--- config.mk ---
export PLATFORM = sky130hd
export DESIGN_NAME = cpu_run_ctrl
export DESIGN_NICKNAME = d
export VERILOG_FILES = /design/src/rtl/cpu_run_ctrl.sv
export SDC_FILE = /design/constraint.sdc
export NUM_CORES = 1
export LEC_CHECK = 0
export CAP_MARGIN = 20
export CORE_UTILIZATION = 55
export DETAILED_ROUTE_END_ITERATION = 12
export GPL_TIMING_DRIVEN = 0
export PLACE_DENSITY = 0.8
export SLEW_MARGIN = 40
export SYNTH_ARGS = -nofsm -noshare
export SYNTH_HDL_FRONTEND = slang
export SYNTH_SLANG_ARGS = --single-unit
export TNS_END_PERCENT = 20
--- constraint.sdc ---
create_clock -name clk -period 3.9 [get_ports clk]
set_input_delay 0.39 -clock clk [delete_from_list [all_inputs] [get_ports clk]]
set_output_delay 0.39 -clock clk [all_outputs]
set_load 0.02 [all_outputs]
--- src/rtl/cpu_run_ctrl.sv ---
// -----------------------------------------------------------------------------
// cpu_run_ctrl
//
// Run-control and debug unit for the CPU core. Produces the core clock enable
// (cpu_en) that every core state element qualifies on. Supports run, halt and
// N-instruction single-step commands, NUM_BP PC breakpoint comparators,
// halt-cause reporting and free-running cycle / retired-instruction counters.
//
// Ports:
//   clk, rst            system clock, synchronous active-high reset
//   cmd_run/step/halt   one-cycle command pulses from the debug bus
//   step_n              instruction count, sampled with cmd_step
//   bp_we/idx/addr/     breakpoint slot write port; bp_en_in is the slot
//   bp_en_in            enable written alongside the address
//   pc                  current core PC
//   retire              core completes an instruction this cycle
//   stop                decoder flags a halt instruction at pc
//   cnt_clr             clear both counters
//   cpu_en              core clock enable (combinational)
//   halted              state is HALT
//   halt_cause          0 reset, 1 cmd_halt, 2 step done, 3 breakpoint, 4 stop
//   hit_idx             lowest slot that matched on the last breakpoint halt
//   cycle_cnt           cycles with cpu_en high
//   instret_cnt         instructions retired while enabled
// -----------------------------------------------------------------------------
module cpu_run_ctrl #(
  parameter int XLEN      = 32,
  parameter int NUM_BP    = 4,
  parameter int STEP_W    = 8,
  parameter int CNT_W     = 32,
  parameter int RESET_RUN = 0,
  localparam int BPI_W    = (NUM_BP > 1) ? $clog2(NUM_BP) : 1
) (
  input  logic              clk,
  input  logic              rst,
  input  logic              cmd_run,
  input  logic              cmd_step,
  input  logic              cmd_halt,
  input  logic [STEP_W-1:0] step_n,
  input  logic              bp_we,
  input  logic [BPI_W-1:0]  bp_idx,
  input  logic [XLEN-1:0]   bp_addr,
  input  logic              bp_en_in,
  input  logic [XLEN-1:0]   pc,
  input  logic              retire,
  input  logic              stop,
  input  logic              cnt_clr,
  output logic              cpu_en,
  output logic              halted,
  output logic [2:0]        halt_cause,
  output logic [BPI_W-1:0]  hit_idx,
  output logic [CNT_W-1:0]  cycle_cnt,
  output logic [CNT_W-1:0]  instret_cnt
);

  typedef enum logic [1:0] {
    S_HALT = 2'd0,
    S_RUN  = 2'd1,
    S_STEP = 2'd2
  } state_t;

  localparam logic [2:0] CAUSE_RESET = 3'd0;
  localparam logic [2:0] CAUSE_CMD   = 3'd1;
  localparam logic [2:0] CAUSE_STEP  = 3'd2;
  localparam logic [2:0] CAUSE_BP    = 3'd3;
  localparam logic [2:0] CAUSE_STOP  = 3'd4;

  localparam state_t RESET_STATE = (RESET_RUN != 0) ? S_RUN : S_HALT;

  state_t              state;
  logic [XLEN-1:0]     bp_addr_q [NUM_BP];
  logic [NUM_BP-1:0]   bp_en_q;
  logic [STEP_W-1:0]   remaining;
  logic                skip;       // masks breakpoints until the first retire after resuming

  logic                bp_match;
  logic [BPI_W-1:0]    bp_first;
  logic                bp_hit;
  logic                retired;

  // Lowest enabled slot whose address matches pc. Scanning downward lets the
  // lowest index overwrite any higher match.
  // NOTE: every always_comb output gets a default first so no path leaves it unassigned (no latch).
  always_comb begin
    bp_match = 1'b0;
    bp_first = '0;
    for (int i = NUM_BP - 1; i >= 0; i--) begin
      if (bp_en_q[i] && (bp_addr_q[i] == pc)) begin
        bp_match = 1'b1;
        bp_first = BPI_W'(i);
      end
    end
  end

  assign bp_hit  = bp_match && !skip;
  // Breakpoints and stop instructions freeze the core before the instruction
  // at pc executes; cmd_halt deliberately does not, so the current one completes.
  assign cpu_en  = (state != S_HALT) && !bp_hit && !stop;
  assign retired = retire && cpu_en;
  assign halted  = (state == S_HALT);

  // NOTE: sequential state uses non-blocking assignments only, so every flop samples pre-edge values.
  always_ff @(posedge clk) begin
    if (rst) begin
      state       <= RESET_STATE;
      halt_cause  <= CAUSE_RESET;
      hit_idx     <= '0;
      cycle_cnt   <= '0;
      instret_cnt <= '0;
      remaining   <= '0;
      skip        <= 1'b0;
      bp_en_q     <= '0;
      // NOTE: the breakpoint table is a small flop array, not a RAM, so it is reset explicitly.
      for (int i = 0; i < NUM_BP; i++) begin
        bp_addr_q[i] <= '0;
      end
    end else begin
      // Breakpoint table write; an index with no matching slot writes nothing.
      for (int i = 0; i < NUM_BP; i++) begin
        if (bp_we && (bp_idx == BPI_W'(i))) begin
          bp_en_q[i]   <= bp_en_in;
          bp_addr_q[i] <= bp_addr;
        end
      end

      // Counters: clear wins over increment.
      if (cnt_clr) begin
        cycle_cnt   <= '0;
        instret_cnt <= '0;
      end else begin
        if (cpu_en)  cycle_cnt   <= cycle_cnt + CNT_W'(1);
        if (retired) instret_cnt <= instret_cnt + CNT_W'(1);
      end

      if (retired) skip <= 1'b0;
      if (retired && (state == S_STEP)) remaining <= remaining - STEP_W'(1);

      case (state)
        S_HALT: begin
          // A zero-length step is a no-op, so it does not shadow cmd_run.
          if (cmd_step && (step_n != '0)) begin
            state     <= S_STEP;
            remaining <= step_n;
            skip      <= 1'b1;
          end else if (cmd_run) begin
            state <= S_RUN;
            skip  <= 1'b1;
          end
        end
        default: begin
          if (cmd_halt) begin
            state      <= S_HALT;
            halt_cause <= CAUSE_CMD;
          end else if (stop) begin
            state      <= S_HALT;
            halt_cause <= CAUSE_STOP;
          end else if (bp_hit) begin
            state      <= S_HALT;
            halt_cause <= CAUSE_BP;
            hit_idx    <= bp_first;
          end else if ((state == S_STEP) && retired && (remaining == STEP_W'(1))) begin
            state      <= S_HALT;
            halt_cause <= CAUSE_STEP;
          end
        end
      endcase
    end
  end

endmodule

; ---- Word level (Yosys, flattened, before mapping)
; Memories as Yosys holds them, arrays and structs flattened.
; Index checks and enable logic that the tools add are counted.
[word_totals]
mem_bits_rw = 128
reg_bits = 84
memories = 1
output_inout_bits = 71
in_bits = 84
wordCells = 104
[classes]
muxes = 44
add_sub_neg = 3
bitwise = 7
eq_ne = 10
reduce_logical = 28
[memory_table]
columns = name, words, width, read_ports, rd_clocked_by_memory_dff, wr, line
row1 = bp_addr_q, 4, 32, 4, 0, 4, 71  ; logic [XLEN-1:0] bp_addr_q [NUM_BP];
[ops]
columns = cell, count
row1 = equality test 32 bit, 4
row2 = two-way mux 32 bit, 4
row3 = "adder 32 x 1 -> 32 bit, second input constant", 2
row4 = two-way mux 8 bit, 3
row5 = two-way mux 1 bit, 22
row6 = two-way mux 2 bit, 11
row7 = logical AND 1 bit, 15
row8 = two-way mux 3 bit, 4
row9 = "equality test 8 x 1 -> 1 bit, second input constant", 1
row10 = nonzero test 8 bit, 1
row11 = "subtractor 8 x 1 -> 8 bit, second input constant", 1
row12 = "equality test 2 bit, second input constant", 3
row13 = nonzero test 5 bit, 1
row14 = zero test 2 bit, 2
row15 = bitwise OR 1 bit, 4
row16 = AND reduction 2 bit, 2
row17 = AND reduction 4 bit, 1
row18 = nonzero test 4 bit, 1
row19 = zero test 1 bit, 3
row20 = "!= test 3 x 2 -> 1 bit, second input constant", 1
row21 = NOT 1 bit, 3
row22 = "equality test 2 x 1 -> 1 bit, second input constant", 1
row23 = nonzero test 2 bit, 1
row24 = OR reduction 2 bit, 1

; ---- Logic depth before layout (Yosys ltp)
; Gate-level depths: netlist of the first run.
[logic_depth]
ltp_word = 18
ltp_mapped = 10
mapped_depth_nobuf = 9

; ---- Worst setup path before layout of the first run
; No wires, ideal clock.
[synth_path]
kind = input port to flip-flop
start = input bp_idx[1]
end = memory bp_addr_q[1][0], enable pin
setup_time_ns = 0.467
required_ns = 3.433
cell_stages = 2
path_slack_ns = 0.580
path_buffers = 0
arrival_ns = 2.852
path_cell_list = nand2b_1 o21ai_0
[synth_lines]
columns = item, line
row1 = from (decl), 41  ; input logic [BPI_W-1:0] bp_idx,
row2 = to (decl), 71

; ---- Final worst setup path of the first run
[layout_path]
start = input pc[7]
end = output cpu_en
[layout_between]
elab_chain_len = 10
elab_cells_between_ends = 16
classes_between = eq/ne: 4 / mux: 4 / reduce/logical: 8
[layout_rtl]
columns = item, line
row1 = from (decl), 44  ; input logic [XLEN-1:0] pc,
row2 = equality test 32 bit, 88  ; if (bp_en_q[i] && (bp_addr_q[i] == pc)) begin
row3 = logical AND 1 bit, 88
row4 = two-way mux 1 bit (3 in series), 88
row5 = two-way mux 1 bit *, 88
row6 = logical AND 1 bit *, 95  ; assign bp_hit = bp_match && !skip;
row7 = zero test 1 bit *, 98  ; assign cpu_en = (state != S_HALT) && !bp_hit && !stop;
row8 = logical AND 1 bit * (2 in series), 98
row9 = to (decl), 48  ; output logic cpu_en,
; Every way passes the cells marked *; elsewhere a longest branch is shown, timed or not.

==> impl_metrics.env, run 1 <==
export IMPL_cts_htree_levels=1
export IMPL_antenna_found_initial=0
export IMPL_fmax_ghz=0.2618
export IMPL_layout_commonest_cell="clkdlybuf4s50_1"
export IMPL_wl_mm=28.60
export IMPL_worstSetupStartpointType="input port"
export IMPL_p_leak_nw=4.641
export IMPL_crit_reg2reg_launch="bp_addr_q[1][13]"
export IMPL_post_drt_wl_per_cell_um=20.33
export IMPL_synth_top_family_by_area="simple AND/OR/NAND/NOR gates"
export IMPL_core_area_um2=18710
export IMPL_timing_hold_ws_ns=0.4764
export IMPL_status="finished, final reports clean"
export IMPL_initial_utilization=0.5594
export IMPL_ys_types=57
export IMPL_slew_violations=0
export IMPL_dpl_cell_area_um2=12450
export IMPL_num_rows=50
export IMPL_min_from="bp_en_q[0]"
export IMPL_syn_area_per_cell_um2=10.77
export IMPL_setup_tns_ns=0
export IMPL_hpwl_mm=20.72
export IMPL_fin_skew_ns=0.02042
export IMPL_vdd_drop_max_uv=343.5
export IMPL_clock_latency_ns=0.52
export IMPL_worstSetupStartpoint="pc[7]"
export IMPL_min_period_over_period=0.9794
export IMPL_finalPower_mw=5.304
export IMPL_synth_area_um2=10460
export IMPL_drtIter0Drc=735
export IMPL_stdcell_count=1407
export IMPL_ant_nets=0
export IMPL_rr_worst_depth=10
export IMPL_vias_per_cell=5.869
export IMPL_netlist_instances=972
export IMPL_required_ns=3.51
export IMPL_async_reset_ff_frac=0
export IMPL_cts_root_buf="clkbuf_16"
export IMPL_maxCapViolations=0
export IMPL_grt_pass1_wl_mm=44.16
export IMPL_die_w_um=139.9
export IMPL_place_gp_congestion=0.8848
export IMPL_clkTransAtPathRegs_ns=0.06
export IMPL_area_growth_pct=26.90
export IMPL_dr_pass1_iters=5
export IMPL_rrSetupSlack_ns=0.82
export IMPL_max_slew_worst_pin_slew_ns=0.8667
export IMPL_layout_common_cells="clkdlybuf4s50_1, and2_1, edfxtp_1, xnor2_1, dfxtp_1"
export IMPL_worst_setup_path_type="input port to output pin"
export IMPL_rsz0062_at_grt="no"
export IMPL_path_max_fanout=10
export IMPL_powerDensity_nw_per_um2=399.4
export IMPL_cp_endpoint="cpu_en"
export IMPL_grt_usage=0.2963
export IMPL_ys_seq_elements=212
export IMPL_synth_simple_area_share=0.2401
export IMPL_synthMuxAreaShare=0.003826
export IMPL_dp_cells=1365
export IMPL_synthesis_nets=1060
export IMPL_synth_adder_area_share=0.004783
export IMPL_die_height_um=139.9
export IMPL_grt_ovfl_total=0
export IMPL_synth_enable_flop_cells=128
export IMPL_num_io_pins=155
export IMPL_crit_arrival_ns=3.43
export IMPL_grt_max_degree=34
export IMPL_die_area_um2=19580
export IMPL_vias=8258
export IMPL_clockBufferDepth=3
export IMPL_fin_nets=1245
export IMPL_maxSlewHeadroom=0.4178
export IMPL_yosysWarningCount=0
export IMPL_synth_compound_area_frac=0.05704
export IMPL_cts_buffers_inserted=23
export IMPL_cp_end_kind="output pin"
export IMPL_final_min_clock_period_ns=3.820
export IMPL_drc=0
export IMPL_grt_pass1_vias=7947
export IMPL_hold_viol=0
export IMPL_cts_tree="built"
export IMPL_synthFlopType="edfxtp_1"
export IMPL_clock_sinks=212
export IMPL_antennaDiodeCount=0
export IMPL_drive_gt1_frac=0.07076
export IMPL_io_buffers=154
export IMPL_stdcell_area_um2=13280
export IMPL_synth_xor_area_frac=0.1398
export IMPL_reg2reg_to="cycle_cnt[8]"
export IMPL_fillCellCount=1336
export IMPL_hold_path_class="flip-flop to flip-flop"
export IMPL_seq_area_frac_synth=0.5280
export IMPL_setup_violations=0
through the flow:
step,setup WS [ns],util
6_report,0.08045,0.7099
5_1_grt,0.002893,0.7099
4_1_cts,0.001253,0.7076
3_5_place_dp,-0.4328,0.6657
3_3_place_gp,-1.729,0.6575
2_1_floorplan,0.5801,-
registers in the layout, summed over array words and instances, names as in the netlist:
name,count
bp_addr_q,128
cycle_cnt,32
instret_cnt,32
remaining,8
bp_en_q,4
halt_cause,3
hit_idx,2
state,2
skip,1
Yosys cell counts (4+ instances only):
cell type  number  area, um^2
a211oi_1        6       45.04
a21oi_1        28       140.1
a31o_2          4       35.03
a31oi_1         6       37.54
a41o_1          5       50.05
and2_1        133       832.1
and3_1         13       81.33
and4_1          6       52.55
and4_2          4       40.04
buf_6           5       56.30
clkbuf_1       32       120.1
dfxtp_1        84        1682
edfxtp_1      128        3844
ha_1            4       50.05
inv_1          24       90.09
mux2i_1         4       40.04
nand2_1        52       195.2
nand2b_1        6       37.54
nand3_1        25       125.1
nand3b_1        5       37.54
nand4_1        28       175.2
nor2_1         68       255.2
nor3_1         23       115.1
nor4_1         39       244.0
o21ai_0         9       45.04
o31ai_1         7       52.55
o41ai_1         5       43.79
or3_1           6       37.54
or4_1           8       60.06
xnor2_1        91       797.0
xor2_1         76       665.6
worst min-delay path by stage:
stage | endpoint | cells past startpoint
after floorplan | bp_en_q[0] | 2
after detailed placement | bp_en_q[0] | 2
final | bp_en_q[0] | 2
after CTS | bp_en_q[0] | 2
after global routing | bp_en_q[2] | 2
after global placement | bp_en_q[0] | 2
power by group:
group	total, mW	internal [mW]	switching [mW]
logic	0.531	0.229	0.302
clock network	2.23	1.32	0.902
registers	2.55	2.49	0.0556
total	5.30	4.04	1.26
kinds of logic (layout without fill, tap and decap cells):
| logic type | count (synthesis) | in the layout |
|---|---|---|
| adders and majority gates | 4 | 4 |
| and+or+nand+nor | 437 | 437 |
| buffers and inverters | 63 | 264 |
| DFF | 212 | 212 |
| AOI/OAI and AO/OA | 85 | 85 |
| muxes | 4 | 4 |
| xor gates and xnor gates | 167 | 167 |
layer usage:
metal / wire length (um) / GRT usage
met1: 11320 / 0.3825
met2: 13930 / 0.5068
met3: 2364 / 0.04786
met4: 986 / 0.1018
met5: 0 / 0
final cells by class:
type | count | area, um^2 | area share
clock inverters | 9 | 107.6 | 0.008103
plain buffers | 39 | 186.4 | 0.01404
clock buffers | 32 | 661.9 | 0.04984
well taps | 234 | 292.8 | 0.02205
inverters | 24 | 90.09 | 0.006784
repair buffers | 160 | 1668 | 0.1256
multi-input cells | 697 | 4747 | 0.3575
flip-flops and latches | 212 | 5525 | 0.4161
what timing repair did:
item / 4_1_cts / 5_1_grt
buffers inserted: 0 / 1
hold buffers: 0 / 0
endpoints found under the hold margin: 0 / 0
pin swaps: 1 / 2
gates resized for setup: 4 / 7
endpoints found under the setup margin: 1 / 1
critical path, cell delays in order:
cell             delay, ns
clkdlybuf4s50_1       0.55
xor2_2                0.28
nor4_2                0.31
nand4_1               0.17
or4_4                 0.62
a41o_1                0.27
nand2_2               0.16
buf_6                 0.17
inv_1                 0.14
dlygate4sd2_1         0.36
(Power assumes the default switching activity.)
==> inputs of run 2 (changes only) <==
--- a/config.mk
+++ b/config.mk
@@ -8,7 +8,6 @@
 export CAP_MARGIN = 20
 export CORE_UTILIZATION = 55
 export DETAILED_ROUTE_END_ITERATION = 12
-export GPL_TIMING_DRIVEN = 0
 export PLACE_DENSITY = 0.8
 export SLEW_MARGIN = 40
 export SYNTH_ARGS = -nofsm -noshare
==> run 2 against run 1 <==
Net effect:
- wire length fell by 7.7%
- global-route usage decreased by 2.1 points
- non-clock buffer count down 20
- cell count shrank 1.5%
- sequential power barely moved
- power decreased by 3.0%
- via count is 2.6% lower
- critical endpoint unchanged
- highest routed layer unchanged
==> impl_metrics.env, run 2 (synthesis results as in run 1) <==
export IMPL_status="finished, final reports clean"
export IMPL_wl_mm=26.40
export IMPL_grt_ovfl_total=0
export IMPL_hpwl_mm=18.16
export IMPL_dr_pass1_iters=5
export IMPL_cts_hold_buf=0
export IMPL_switchingPower_mw=1.191
export IMPL_fillCellCount=1392
export IMPL_post_cts_resized=0
export IMPL_cp_end_kind="output pin"
export IMPL_num_io_pins=155
export IMPL_final_min_clock_period_ns=3.730
export IMPL_grt_usage=0.2754
export IMPL_crit_reg2reg_launch="bp_addr_q[1][17]"
export IMPL_io_buffers=154
export IMPL_clockBufferDepth=3
export IMPL_crit_top_cell="clkdlybuf4s50_1"
export IMPL_maxCapViolations=0
export IMPL_cp_slowest_stage_delay_ns=0.56
export IMPL_worstSetupStartpoint="pc[23]"
export IMPL_clock_sinks=212
export IMPL_largest_reg_flops=128
export IMPL_cpMaxStageDelayCell="clkdlybuf4s50_1"
export IMPL_setup_violations=0
export IMPL_antenna_found_initial=0
export IMPL_cts_htree_levels=1
export IMPL_vias=8047
export IMPL_post_cts_buffers=0
export IMPL_setup_tns_ns=0
export IMPL_min_period_over_period=0.9564
export IMPL_core_area_um2=18710
export IMPL_vdd_drop_max_uv=321.1
export IMPL_maxSlewHeadroom=0.5254
export IMPL_hold_viol=0
export IMPL_grt_pass1_wl_mm=41.69
export IMPL_drc=0
export IMPL_fin_skew_ns=0.01088
export IMPL_layout_common_cells="clkdlybuf4s50_1, and2_1, edfxtp_1, xnor2_1, dfxtp_1"
export IMPL_initial_utilization=0.5594
export IMPL_largest_register="bp_addr_q"
export IMPL_worst_setup_path_type="input port to output pin"
export IMPL_min_from="bp_en_q[0]"
export IMPL_required_ns=3.51
export IMPL_die_height_um=139.9
export IMPL_grt_pass1_vias=7667
export IMPL_p_int_mw=3.953
export IMPL_p_comb_frac=0.098
export IMPL_powerDensity_nw_per_um2=393.0
export IMPL_grt_max_degree=60
export IMPL_cts_buffers_inserted=23
export IMPL_slew_violations=0
export IMPL_drtIter0Drc=590
export IMPL_post_drt_wl_per_cell_um=19.05
export IMPL_cp_buffers_inverters=3
export IMPL_cts_root_buf="clkbuf_16"
export IMPL_rsz0062_at_grt="no"
export IMPL_layout_commonest_cell="clkdlybuf4s50_1"
export IMPL_die_area_um2=19580
export IMPL_ant_nets=0
export IMPL_finalPower_mw=5.144
export IMPL_cp_cell_sequence="clkdlybuf4s50_1 > xor2_1 > nor4_1 > nand3_1 > or3_1 > a41o_1 > nand2_1 > inv_1 > clkdlybuf4s50_1"
export IMPL_hold_path_class="flip-flop to flip-flop"
export IMPL_crit_arrival_ns=3.34
export IMPL_num_rows=50
export IMPL_drive_gt1_frac=0.07726
export IMPL_die_w_um=139.9
export IMPL_crit_family="simple AND/OR/NAND/NOR gates"
export IMPL_max_slew_worst_pin_slew_ns=0.7065
export IMPL_path_max_fanout=4
export IMPL_cts_tree="built"
export IMPL_fmax_ghz=0.2681
export IMPL_reg_top3="bp_addr_q x128, cycle_cnt x32, instret_cnt x32"
export IMPL_pwr_share_clk=0.406
export IMPL_p_leak_nw=4.578
export IMPL_fin_nets=1225
export IMPL_clkTransAtPathRegs_ns=0.06
export IMPL_place_gp_congestion=0.8461
export IMPL_antennaDiodeCount=0
export IMPL_vias_per_cell=5.806
export IMPL_worstSetupStartpointType="input port"
export IMPL_switching_share=0.2315
export IMPL_clock_latency_ns=0.50
export IMPL_area_growth_pct=25.10
export IMPL_p_seq_frac=0.495
==> run 2: power groups by stage <==
stage / combinational, mW / clock, mW / sequential [mW]
2_1_floorplan: 0.246 / 0 / 2.59
3_3_place_gp: 0.493 / 0 / 2.59
3_5_place_dp: 0.498 / 0 / 2.60
4_1_cts: 0.504 / 2.11 / 2.55
5_1_grt: 0.541 / 2.20 / 2.56
6_report: 0.506 / 2.09 / 2.55
==> run 2: layer usage <==
metal,global-route usage,up-vias,share of wire
met5,0,-,0
met4,0.1001,0,0.033
met3,0.03966,63,0.067
met2,0.4653,333,0.48
met1,0.3613,3870,0.42
li1,-,3781,-
==> run 2: final cells by class <==
| type | instances | area [um^2] | area share |
|---|---|---|---|
| multi-input cells | 697 | 4715 | 0.3602 |
| well taps | 234 | 292.8 | 0.02237 |
| flip-flops and latches | 212 | 5525 | 0.4221 |
| clock buffers | 32 | 659.4 | 0.05037 |
| inverters | 24 | 90.09 | 0.006882 |
| repair buffers | 179 | 1742 | 0.1331 |
| clock inverters | 8 | 66.31 | 0.005066 |
==> run 2: worst paths after layout <==
path	end	slack, ns	depth (start not counted)
max	cpu_en	0.17	9
min	bp_en_q[0]	0.47	2
max reg2reg	cycle_cnt[20]	1.03	10
min reg2reg	bp_en_q[0]	0.47	2
==> run 2: through the flow <==
step | instance area, um^2 | instances | setup slack, ns | hold WS [ns] | utilization
2_1_floorplan | 10460 | 972 | 0.5801 | 0.4454 | -
3_3_place_gp | 12350 | 1346 | 0.2366 | 0.4589 | 0.6601
3_5_place_dp | 12360 | 1346 | 0.2520 | 0.4620 | 0.6607
4_1_cts | 13080 | 1386 | 0.2416 | 0.4749 | 0.6995
5_1_grt | 13090 | 1386 | 0.1298 | 0.4922 | 0.6998
6_report | 13090 | 1386 | 0.1699 | 0.4724 | 0.6998
==> run 2: worst min-delay path: cells and delay by family, from the launching register on <==
kind                   cells  cell delay [ns]
AOI/OAI and AO/OA          1             0.07
buffers and inverters      1             0.04
DFF                        1             0.31
==> inputs of run 3 (changes only) <==
--- a/config.mk
+++ b/config.mk
@@ -6,6 +6,7 @@
 export NUM_CORES = 1
 export LEC_CHECK = 0
 export CAP_MARGIN = 20
+export CORE_MARGIN = 8
 export CORE_UTILIZATION = 55
 export DETAILED_ROUTE_END_ITERATION = 12
 export PLACE_DENSITY = 0.8
==> run 3 against run 2 <==
Net effect:
- sequential share of layout area grew 0.23 points
- clock power shrank 4%
- clock skew grew 0.0012 ns
- non-clock buffer count shrank 3
- design area shrank 0.54%
- die area grew 21%
- sequential power is essentially flat
- critical path type unchanged
- critical endpoint unchanged
==> impl_metrics.env, run 3 (synthesis results as in run 1) <==
export IMPL_dr_pass1_iters=5
export IMPL_worstSetupStartpointType="input port"
export IMPL_hold_viol=0
export IMPL_cts_tree="built"
export IMPL_dp_cells=1343
export IMPL_die_height_um=153.9
export IMPL_hpwl_mm=19.32
export IMPL_largest_register="bp_addr_q"
export IMPL_max_slew_worst_pin_slew_ns=0.6941
export IMPL_die_area_um2=23690
export IMPL_wl_mm=27.77
export IMPL_min_period_over_period=0.9500
export IMPL_rsz0062_at_grt="no"
export IMPL_cts_root_buf="clkbuf_16"
export IMPL_io_buffers=154
export IMPL_area_growth_pct=24.43
export IMPL_hold_path_class="flip-flop to flip-flop"
export IMPL_num_rows=50
export IMPL_rr_worst_depth=10
export IMPL_num_io_pins=155
export IMPL_vias_per_cell=5.733
export IMPL_clock_latency_ns=0.50
export IMPL_clkTransAtPathRegs_ns=0.05
export IMPL_hold_depth=2
export IMPL_setup_tns_ns=0
export IMPL_layout_commonest_cell="clkdlybuf4s50_1"
export IMPL_grt_pass1_vias=7863
export IMPL_reg2reg_to="cycle_cnt[20]"
export IMPL_final_min_clock_period_ns=3.705
export IMPL_grt_usage=0.2298
export IMPL_stdcell_count=1384
export IMPL_clock_sinks=212
export IMPL_grt_pass1_wl_mm=43.45
export IMPL_setup_violations=0
export IMPL_required_ns=3.51
export IMPL_reg_top3="bp_addr_q x128, cycle_cnt x32, instret_cnt x32"
export IMPL_fillCellCount=1391
export IMPL_crit_reg2reg_launch="bp_addr_q[1][13]"
export IMPL_cp_end_kind="output pin"
export IMPL_worst_setup_path_type="input port to output pin"
export IMPL_initial_utilization=0.5594
export IMPL_slew_violations=0
export IMPL_antenna_found_initial=0
export IMPL_p_leak_nw=4.529
export IMPL_post_drt_wl_per_cell_um=20.07
export IMPL_cts_buffers_inserted=23
export IMPL_die_w_um=153.9
export IMPL_post_cts_resized=0
export IMPL_drc=0
export IMPL_largest_reg_flops=128
export IMPL_drtIter0Drc=552
export IMPL_antennaDiodeCount=0
export IMPL_drive_gt1_frac=0.06609
export IMPL_vdd_drop_max_uv=308.3
export IMPL_post_cts_buffers=0
export IMPL_fmax_ghz=0.2699
export IMPL_maxCapViolations=0
export IMPL_path_max_fanout=4
export IMPL_core_area_um2=18710
export IMPL_worstSetupStartpoint="pc[31]"
export IMPL_cp_endpoint="cpu_en"
export IMPL_rrSetupSlack_ns=0.98
export IMPL_cts_hold_buf=0
export IMPL_maxSlewHeadroom=0.5330
export IMPL_clockBufferDepth=3
export IMPL_ant_nets=0
export IMPL_powerDensity_nw_per_um2=388.7
export IMPL_fin_skew_ns=0.01212
export IMPL_grt_ovfl_total=0
export IMPL_fin_nets=1222
export IMPL_cts_htree_levels=1
export IMPL_status="finished, final reports clean"
export IMPL_vias=7934
export IMPL_grt_max_degree=60
export IMPL_crit_arrival_ns=3.32
export IMPL_layout_common_cells="clkdlybuf4s50_1, and2_1, edfxtp_1, xnor2_1, dfxtp_1"
export IMPL_place_gp_congestion=0.8654
export IMPL_min_from="bp_en_q[0]"
run 3: cell count changes in the layout (fill, tap and decap cells not counted), moves of 3 or more:
| cell | previous run | this run |
|---|---|---|
| clkbuf_1 | 4 | 14 |
| clkinv_2 | 5 | 0 |
| clkbuf_8 | 5 | 1 |
| buf_4 | 24 | 21 |
run 3: metrics by stage:
stage,setup slack [ns],hold WS [ns],instance area [um^2],power [mW],utilization
after floorplan,0.5801,0.4454,10460,2.835,-
after global placement,0.2101,0.4610,12320,3.079,0.6589
after detailed placement,0.2148,0.4656,12340,3.092,0.6595
after CTS,0.1703,0.4740,13020,5.086,0.6958
after global routing,0.08477,0.4869,13020,5.216,0.6961
final,0.1949,0.4746,13020,5.061,0.6961
run 3: worst min path at each step:
| stage | to | slack (ns) |
|---|---|---|
| finish | bp_en_q[0] | 0.47 |
| global route | cycle_cnt[31] | 0.49 |
| CTS | bp_en_q[0] | 0.47 |
| detailed placement | bp_en_q[0] | 0.47 |
| global placement | bp_en_q[0] | 0.46 |
| floorplan | bp_en_q[0] | 0.45 |
run 3: worst max-delay path, cell delays in order:
cell and delay, ns:
clkdlybuf4s50_1 0.55, xor2_1 0.22, nor4_1 0.47, nand4_1 0.15, or3_1 0.49, a41o_1 0.30
nand2_1 0.11, inv_1 0.08, clkdlybuf4s50_1 0.55
run 3: metal layers:
layer | up-vias | routed length [um] | GRT usage
li1 | 3781 | - | -
met1 | 3754 | 11540 | 0.2926
met3 | 56 | 2141 | 0.04176
met4 | 0 | 740 | 0.07326
met5 | - | 0 | 0
met2 | 343 | 13350 | 0.3901
run 3: where the power goes:
group	internal, mW	switching [mW]	leakage [nW]
sequential	2.49	0.0542	1.94
combinational	0.219	0.282	2.27
clock	1.18	0.832	0.324
run 3: area by class of cell:
class / instances / area (um^2) / share of cell area
repair buffers: 176 / 1719 / 0.1320
clock inverters: 3 / 37.54 / 0.002883
well taps: 234 / 292.8 / 0.02249
clock buffers: 38 / 641.9 / 0.04930
multi-input cells: 697 / 4713 / 0.3620
inverters: 24 / 90.09 / 0.006919
flip-flops and latches: 212 / 5525 / 0.4244
